**src/rtl/exu_alu_mdv.sv**
```systemverilog
// Iterative unsigned MUL/MULHU/DIVU/REMU unit that borrows the shared EXU adder.
// One bit per iteration; XLEN iterations per operation, plus one NEG cycle for divide.
module exu_alu_mdv #(
  parameter int unsigned XLEN  = 32,
  parameter int unsigned CNT_W = 6
) (
  input  logic            clk,
  input  logic            rst_n,
  input  logic            mdv_i_valid,
  output logic            mdv_i_ready,
  input  logic [1:0]      mdv_i_op,
  input  logic [XLEN-1:0] mdv_i_rs1,
  input  logic [XLEN-1:0] mdv_i_rs2,
  output logic            mdv_o_valid,
  input  logic            mdv_o_ready,
  output logic [XLEN-1:0] mdv_o_wbck_wdat,
  output logic            mdv_busy,
  input  logic            mdv_flush,
  output logic            mdv_req_alu,
  output logic            mdv_req_alu_add,
  output logic [XLEN-1:0] mdv_req_alu_op1,
  output logic [XLEN-1:0] mdv_req_alu_op2,
  input  logic [XLEN-1:0] mdv_req_alu_add_res
);

  typedef enum logic [1:0] {StIdle, StNeg, StIter, StDone} state_e;

  state_e           state_q, state_d;
  logic [1:0]       op_q, op_d;
  logic [CNT_W-1:0] cnt_q, cnt_d;
  // acc holds hi (multiply) or rem (divide); sft holds lo or quo; opnd holds mcand or dvs.
  logic [XLEN-1:0]  acc_q, acc_d;
  logic [XLEN-1:0]  sft_q, sft_d;
  logic [XLEN-1:0]  opnd_q, opnd_d;
  logic [XLEN-1:0]  ndvs_q, ndvs_d;

  logic             is_div;
  logic [XLEN:0]    sh;
  logic             ge;
  logic             carry;

  assign is_div = op_q[1];
  assign sh     = {acc_q, sft_q[XLEN-1]};
  assign ge     = sh[XLEN] | (sh[XLEN-1:0] >= opnd_q);
  assign carry  = mdv_req_alu_add_res < acc_q;

  always_comb begin
    state_d = state_q;
    op_d    = op_q;
    cnt_d   = cnt_q;
    acc_d   = acc_q;
    sft_d   = sft_q;
    opnd_d  = opnd_q;
    ndvs_d  = ndvs_q;
    unique case (state_q)
      StIdle: begin
        if (mdv_i_valid) begin
          op_d   = mdv_i_op;
          cnt_d  = '0;
          opnd_d = mdv_i_rs2;
          if (!mdv_i_op[1]) begin
            acc_d   = '0;
            sft_d   = mdv_i_rs1;
            state_d = StIter;
          end else if (mdv_i_rs2 != '0) begin
            acc_d   = '0;
            sft_d   = mdv_i_rs1;
            state_d = StNeg;
          end else begin
            acc_d   = mdv_i_rs1;
            sft_d   = '1;
            state_d = StDone;
          end
        end
      end
      StNeg: begin
        ndvs_d  = mdv_req_alu_add_res;
        state_d = StIter;
      end
      StIter: begin
        cnt_d = cnt_q + CNT_W'(1);
        if (is_div) begin
          acc_d = ge ? mdv_req_alu_add_res : sh[XLEN-1:0];
          sft_d = {sft_q[XLEN-2:0], ge};
        end else begin
          {acc_d, sft_d} = {carry, mdv_req_alu_add_res, sft_q[XLEN-1:1]};
        end
        if (cnt_q == CNT_W'(XLEN - 1)) state_d = StDone;
      end
      StDone: begin
        if (mdv_o_ready) state_d = StIdle;
      end
      default: state_d = StIdle;
    endcase
    if (mdv_flush) state_d = StIdle;
  end

  always_ff @(posedge clk or negedge rst_n) begin
    if (!rst_n) begin
      state_q <= StIdle;
      op_q    <= '0;
      cnt_q   <= '0;
      acc_q   <= '0;
      sft_q   <= '0;
      opnd_q  <= '0;
      ndvs_q  <= '0;
    end else begin
      state_q <= state_d;
      op_q    <= op_d;
      cnt_q   <= cnt_d;
      acc_q   <= acc_d;
      sft_q   <= sft_d;
      opnd_q  <= opnd_d;
      ndvs_q  <= ndvs_d;
    end
  end

  always_comb begin
    mdv_i_ready     = (state_q == StIdle);
    mdv_o_valid     = (state_q == StDone);
    mdv_busy        = (state_q != StIdle);
    mdv_req_alu     = 1'b0;
    mdv_req_alu_op1 = '0;
    mdv_req_alu_op2 = '0;
    mdv_o_wbck_wdat = '0;
    unique case (state_q)
      StNeg: begin
        mdv_req_alu     = 1'b1;
        mdv_req_alu_op1 = ~opnd_q;
        mdv_req_alu_op2 = XLEN'(1);
      end
      StIter: begin
        mdv_req_alu = 1'b1;
        if (is_div) begin
          mdv_req_alu_op1 = sh[XLEN-1:0];
          mdv_req_alu_op2 = ndvs_q;
        end else begin
          mdv_req_alu_op1 = acc_q;
          mdv_req_alu_op2 = sft_q[0] ? opnd_q : '0;
        end
      end
      // op[0] selects the high/remainder half for MULHU and REMU.
      StDone:  mdv_o_wbck_wdat = op_q[0] ? acc_q : sft_q;
      default: ;
    endcase
    mdv_req_alu_add = mdv_req_alu;
  end

endmodule

```
**config.mk**
```make
export PLATFORM = sky130hd
export DESIGN_NAME = exu_alu_mdv
export DESIGN_NICKNAME = d
export VERILOG_FILES = /design/src/rtl/exu_alu_mdv.sv
export SDC_FILE = /design/constraint.sdc
export NUM_CORES = 1
export LEC_CHECK = 0
export CAP_MARGIN = 15
export CORE_MARGIN = 2
export CORE_UTILIZATION = 50
export DETAILED_ROUTE_END_ITERATION = 8
export PLACE_DENSITY_LB_ADDON = 0.15
export SYNTH_ARGS = -nofsm -noshare
export SYNTH_HDL_FRONTEND = slang
export SYNTH_SLANG_ARGS = --single-unit
```
**constraint.sdc**
```tcl
create_clock -name clk -period 6.32 [get_ports clk]
set_input_delay 1.264 -clock clk [delete_from_list [all_inputs] [get_ports clk]]
set_output_delay 1.264 -clock clk [all_outputs]
set_load 0.02 [all_outputs]
```
# After elaboration in Yosys (flattened, before gate mapping)
# Cells that the tools add are included.
# totals
n_memories,0
output_inout_bits,101
reg_bits,138
rom_bits,0
ramBits,0
inputBits,103
latchBits,0
# classes
n_reduce_logical,8
addsub,1
n_lt_le_gt_ge,2
multipliers,0
eq_ne,8
n_div,0
mux,28
bitwise,2
shifts,0
# op_table
cell,n
32-bit two-way mux,14
32-bit one-hot mux with 2 select lines,4
32-bit greater-or-equal comparator,1
32-bit less-than comparator,1
32-bit inverter,1
32-bit nonzero test,1
2-bit two-way mux,6
6-bit one-hot mux with 2 select lines,1
2-bit one-hot mux with 4 select lines,1
6-bit by 1-bit adder with 6-bit output (second input constant),1
6-bit by 5-bit == test with 1-bit output (second input constant),1
6-bit two-way mux,1
2-bit == test (second input constant),2
2-bit AND reduction,2
2-bit nonzero test,2
3-bit by 1-bit != test with 1-bit output (second input constant),1
3-bit by 2-bit != test with 1-bit output (second input constant),1
3-bit != test (second input constant),1
3-bit AND reduction,1
2-bit by 1-bit == test with 1-bit output (second input constant),1
2-bit logical NOT,1
2-bit != test (second input constant),1
2-bit OR reduction,1
1-bit two-way mux,1
1-bit bitwise OR,1

# Depth between registers and ports, before layout
# logic_depth
depth_word,6
mapped_depth,10

# Worst setup path after synthesis
# OpenSTA, ideal clock, no wires.
# synth_path
kind,reg-to-output
start,register state_q[0]
end,output mdv_req_alu_op2[10]
stages_incl_launch_ff,7
required_ps,5056
slack_ps,3404
arrival_ps,1652
n_path_buf,2
cell_sequence,dfrtp_1 > inv_1 > ha_1 > clkbuf_1 > nand2_1 > clkbuf_1 > nor2_1
# synth_via
elab_chain_cells,2
word_cells_on_any_way,3
# synth_lines
item,line,source
from (decl),28,"state_e state_q, state_d;"
from (signal assigned),100,state_q <= StIdle;
from (signal assigned),108,state_q <= state_d;
2-bit == test / 2-bit by 1-bit == test with 1-bit output (equally long branches),126,unique case (state_q)
32-bit one-hot mux with 2 select lines *,126,
to (decl),22,"output logic [XLEN-1:0] mdv_req_alu_op2,"
# Mark *: on every way between the ends. The rest lies on a longest branch, timed or not.

# Final worst setup path
# layout_path
start,register state_q[0]
end,output mdv_req_alu_op2[25]
# Same word-level chain as after synthesis.

==> impl_results.md <==
* Status: completed
* Number of synthesized register bits at 138
* Worst slack, placed at 1.894 ns
* Dominant synthesized flop cell: dfrtp_1
* Antenna-violating nets left at 0
* Final nets at 1446
* Worst reg2reg path startpoint: sft_q[31]$_DFFE_PN0P_
* Post-synthesis async set-or-reset flop share at 100.0%
* Instance area at placement at 12040 sq um
* Most Frequent Cell on Critical Path: buf_4
* Share of cells above drive strength 1 at 9.479%
* Via count at 9335
* Ant diodes at 0
* Skew-Pair Late Insertion Delay at 0.43 ns
* Area leader, netlist: dfrtp_1
* Post-Synthesis Cells at 1112
* Post-Syn Area at 9832 sq um
* Hold Path End: ndvs_q[12]$_DFFE_PN0N_
* Initial core utilization at 50.68%
* Clock buffer depth at 2
* Commonest cells in the netlist: 140 x nor2_1, 138 x dfrtp_1, 126 x mux2i_1, 90 x a21oi_1, 88 x nand2_1
* Worst r2r path cells at 10
* Die X at 144.2 microns
* DR WL/cell at 20.73 microns
* Final hold violations at 0
* Leak at 5.367 nW
* Overall routed net length at 32180 microns
* Clock sinks at 138
* IO buf count at 203
* Mean Syn Cell Area at 8.842 sq um
* Tot Pwr at 6.310 mW
* Yosys top cell area share at 35.12%
* RSZ-0062 raised after global routing: no
* TritonCTS clock tree: yes
* Detailed Route Iter0 Violations at 834
* Worst-Margin Slew at 1.150 ns
* Post-synthesis sequential area ratio at 35.12%
* Fmax at 208.7 MHz
* Minimum clock period at 4.792 ns
* Distinct cells, synth at 47
* Setup-failing EPs final at 0
* Initial antenna violation count at 0
* Die Y at 144.2 microns
* Post-DR vias/cell at 6.015
* Post-Syn Nets at 1283
* PnR worst setup slack at 1.528 ns
* CTS H-Tree Depth at 4
* Largest net degree at the start of global routing at 103
* Core Box Area at 19400 sq um
* Hold Buf Count CTS at 0
* Placed insts at 1521
* Cell count of the worst hold path at 1
* Crit path launch type: flip-flop
* Post-Layout Cell Count at 1552
* CTS resizes at 0
* Crit path max-delay cell type: nand2_1
* Final Util at 65.49%
* Num rows at 51
* Min-Delay Startpoint: ndvs_q[12]$_DFFE_PN0N_
* Hold/Removal Path Class: reg2reg
* Top-count cell post-synth: nor2_1
* CP top delay family: buffers and inverters
* Setup Skew at 0.007575 ns
* Die area at 20800 sq um
* Setup CP Type: reg2out
* GPL Wtd Cong at 0.8617
* Total GRT Usage at 31.49%
* DR pass1 iterations at 9
* Worst setup EP type: output pin
* Final worst-path cycle share at 75.82%
* Synth area leaders: dfrtp_1 35%, mux2i_1 13%, ha_1 8.7%
* Crit-path cells: inv_1 > ha_2 > buf_4 > nand2_1 > buf_4 > nor2_1 > clkdlybuf4s50_1
* Total global routing overflow at 0
* CP arrival at 3.53 ns
* Final Cell Area at 12700 sq um
* Post-CTS setup buffer count at 0
* Layout fillers at 1632
* VDD IR max at 0.0004425 V
* Pwr Density at 496.8 nW/um^2
* CTS root buf: clkbuf_16
* Max_cap viols at 0
* Boundary Pins at 204
* Hold_ws at 0.5102 ns
* CP Max Fanout at 70
* Yosys Warn Count at 0
* Number of synthesized flops with an enable pin at 0
* Slew headroom at 23.35%
* Slew Viols, Final at 0
* Post-DP HPWL at 22050 microns
* First-pass GRT wire length at 50150 microns
* Crit path buf inv count at 4
* Worst reg2reg endpoint: sft_q[0]$_DFFE_PN0P_
* Number of buffers created by CTS at 17
* Area growth from synthesis to layout at 29.21%
* Number of global-route vias before repair at 9031
* Drt drc at 0
* Reg2reg setup slack at 2.65 ns
* Setup TNS at 0 ns
* CP max stage delay at 0.65 ns
* Clk slew on worst S/H paths at 0.06 ns
* Required @ worst endpoint at 5.06 ns
[worst max-delay path by stage]
stage | from | end | slack [ns] | cells after the start
after global routing | state_q[0]$_DFFE_PN0P_ | mdv_req_alu_op2[21] | 1.36 | 7
final | state_q[0]$_DFFE_PN0P_ | mdv_req_alu_op2[25] | 1.53 | 7
after detailed placement | mdv_i_rs2[16] | acc_q[10]$_DFFE_PN0P_ | 1.89 | 8
after floorplan | state_q[0]$_DFFE_PN0P_ | mdv_req_alu_op2[10] | 3.40 | 6
after CTS | state_q[0]$_DFFE_PN0P_ | mdv_req_alu_op2[23] | 1.58 | 7
after global placement | mdv_i_rs2[16] | acc_q[10]$_DFFE_PN0P_ | 1.96 | 8
[where the power goes]
group / internal [mW] / switching [mW]
Combinational: 1.47 / 1.78
Clock: 0.732 / 0.397
Sequential: 1.30 / 0.640
Total: 3.50 / 2.81
[cells in the final DEF, fill, tap and decap left out, drive strengths merged, types with 19 or more instances in the layout]
master / Yosys / routed
a21oi: 90 / 90
a222oi: 31 / 31
and2: 34 / 34
buf: 11 / 19
clkbuf: 66 / 21
clkdlybuf4s50: 0 / 202
dfrtp: 138 / 138
ha: 68 / 68
inv: 72 / 73
mux2: 66 / 66
mux2i: 126 / 126
nand2: 88 / 88
nor2: 141 / 141
o21ai: 78 / 78
o22ai: 32 / 32
[metal layers]
| layer | vias up | routed length, microns | track usage [%] |
|---|---|---|---|
| met5 | - | 0 | 0 |
| met4 | 0 | 743 | 10.12 |
| met3 | 55 | 2618 | 5.497 |
| met2 | 440 | 14650 | 49.47 |
| met1 | 4527 | 14160 | 44.43 |
| li1 | 4313 | - | - |
[sequential cells by signal, summed over array words and instances (netlist names)]
| register | flops |
|---|---|
| acc_q | 32 |
| ndvs_q | 32 |
| opnd_q | 32 |
| sft_q | 32 |
| cnt_q | 6 |
| op_q | 2 |
| state_q | 2 |
[final cells by class]
class | count | area [sq um] | area share [%]
clock buffers | 21 | 470.5 | 3.703
well taps | 265 | 331.6 | 2.610
multi-input cells | 824 | 5799 | 45.65
clock inverters | 10 | 188.9 | 1.487
inverters | 73 | 274.0 | 2.157
repair buffers | 221 | 2181 | 17.17
flip-flops and latches | 138 | 3458 | 27.22
[cell families after synthesis]
| family | Yosys count | share of synthesized area (%) |
|---|---|---|
| mux | 192 | 20.39 |
| buf+inv | 150 | 6.032 |
| simple gates | 303 | 13.51 |
| fa+ha+maj | 68 | 8.654 |
| flops | 138 | 35.12 |
| compound gates | 258 | 16.02 |
| xor+xnor | 3 | 0.2673 |
(Power assumes the default switching activity.)
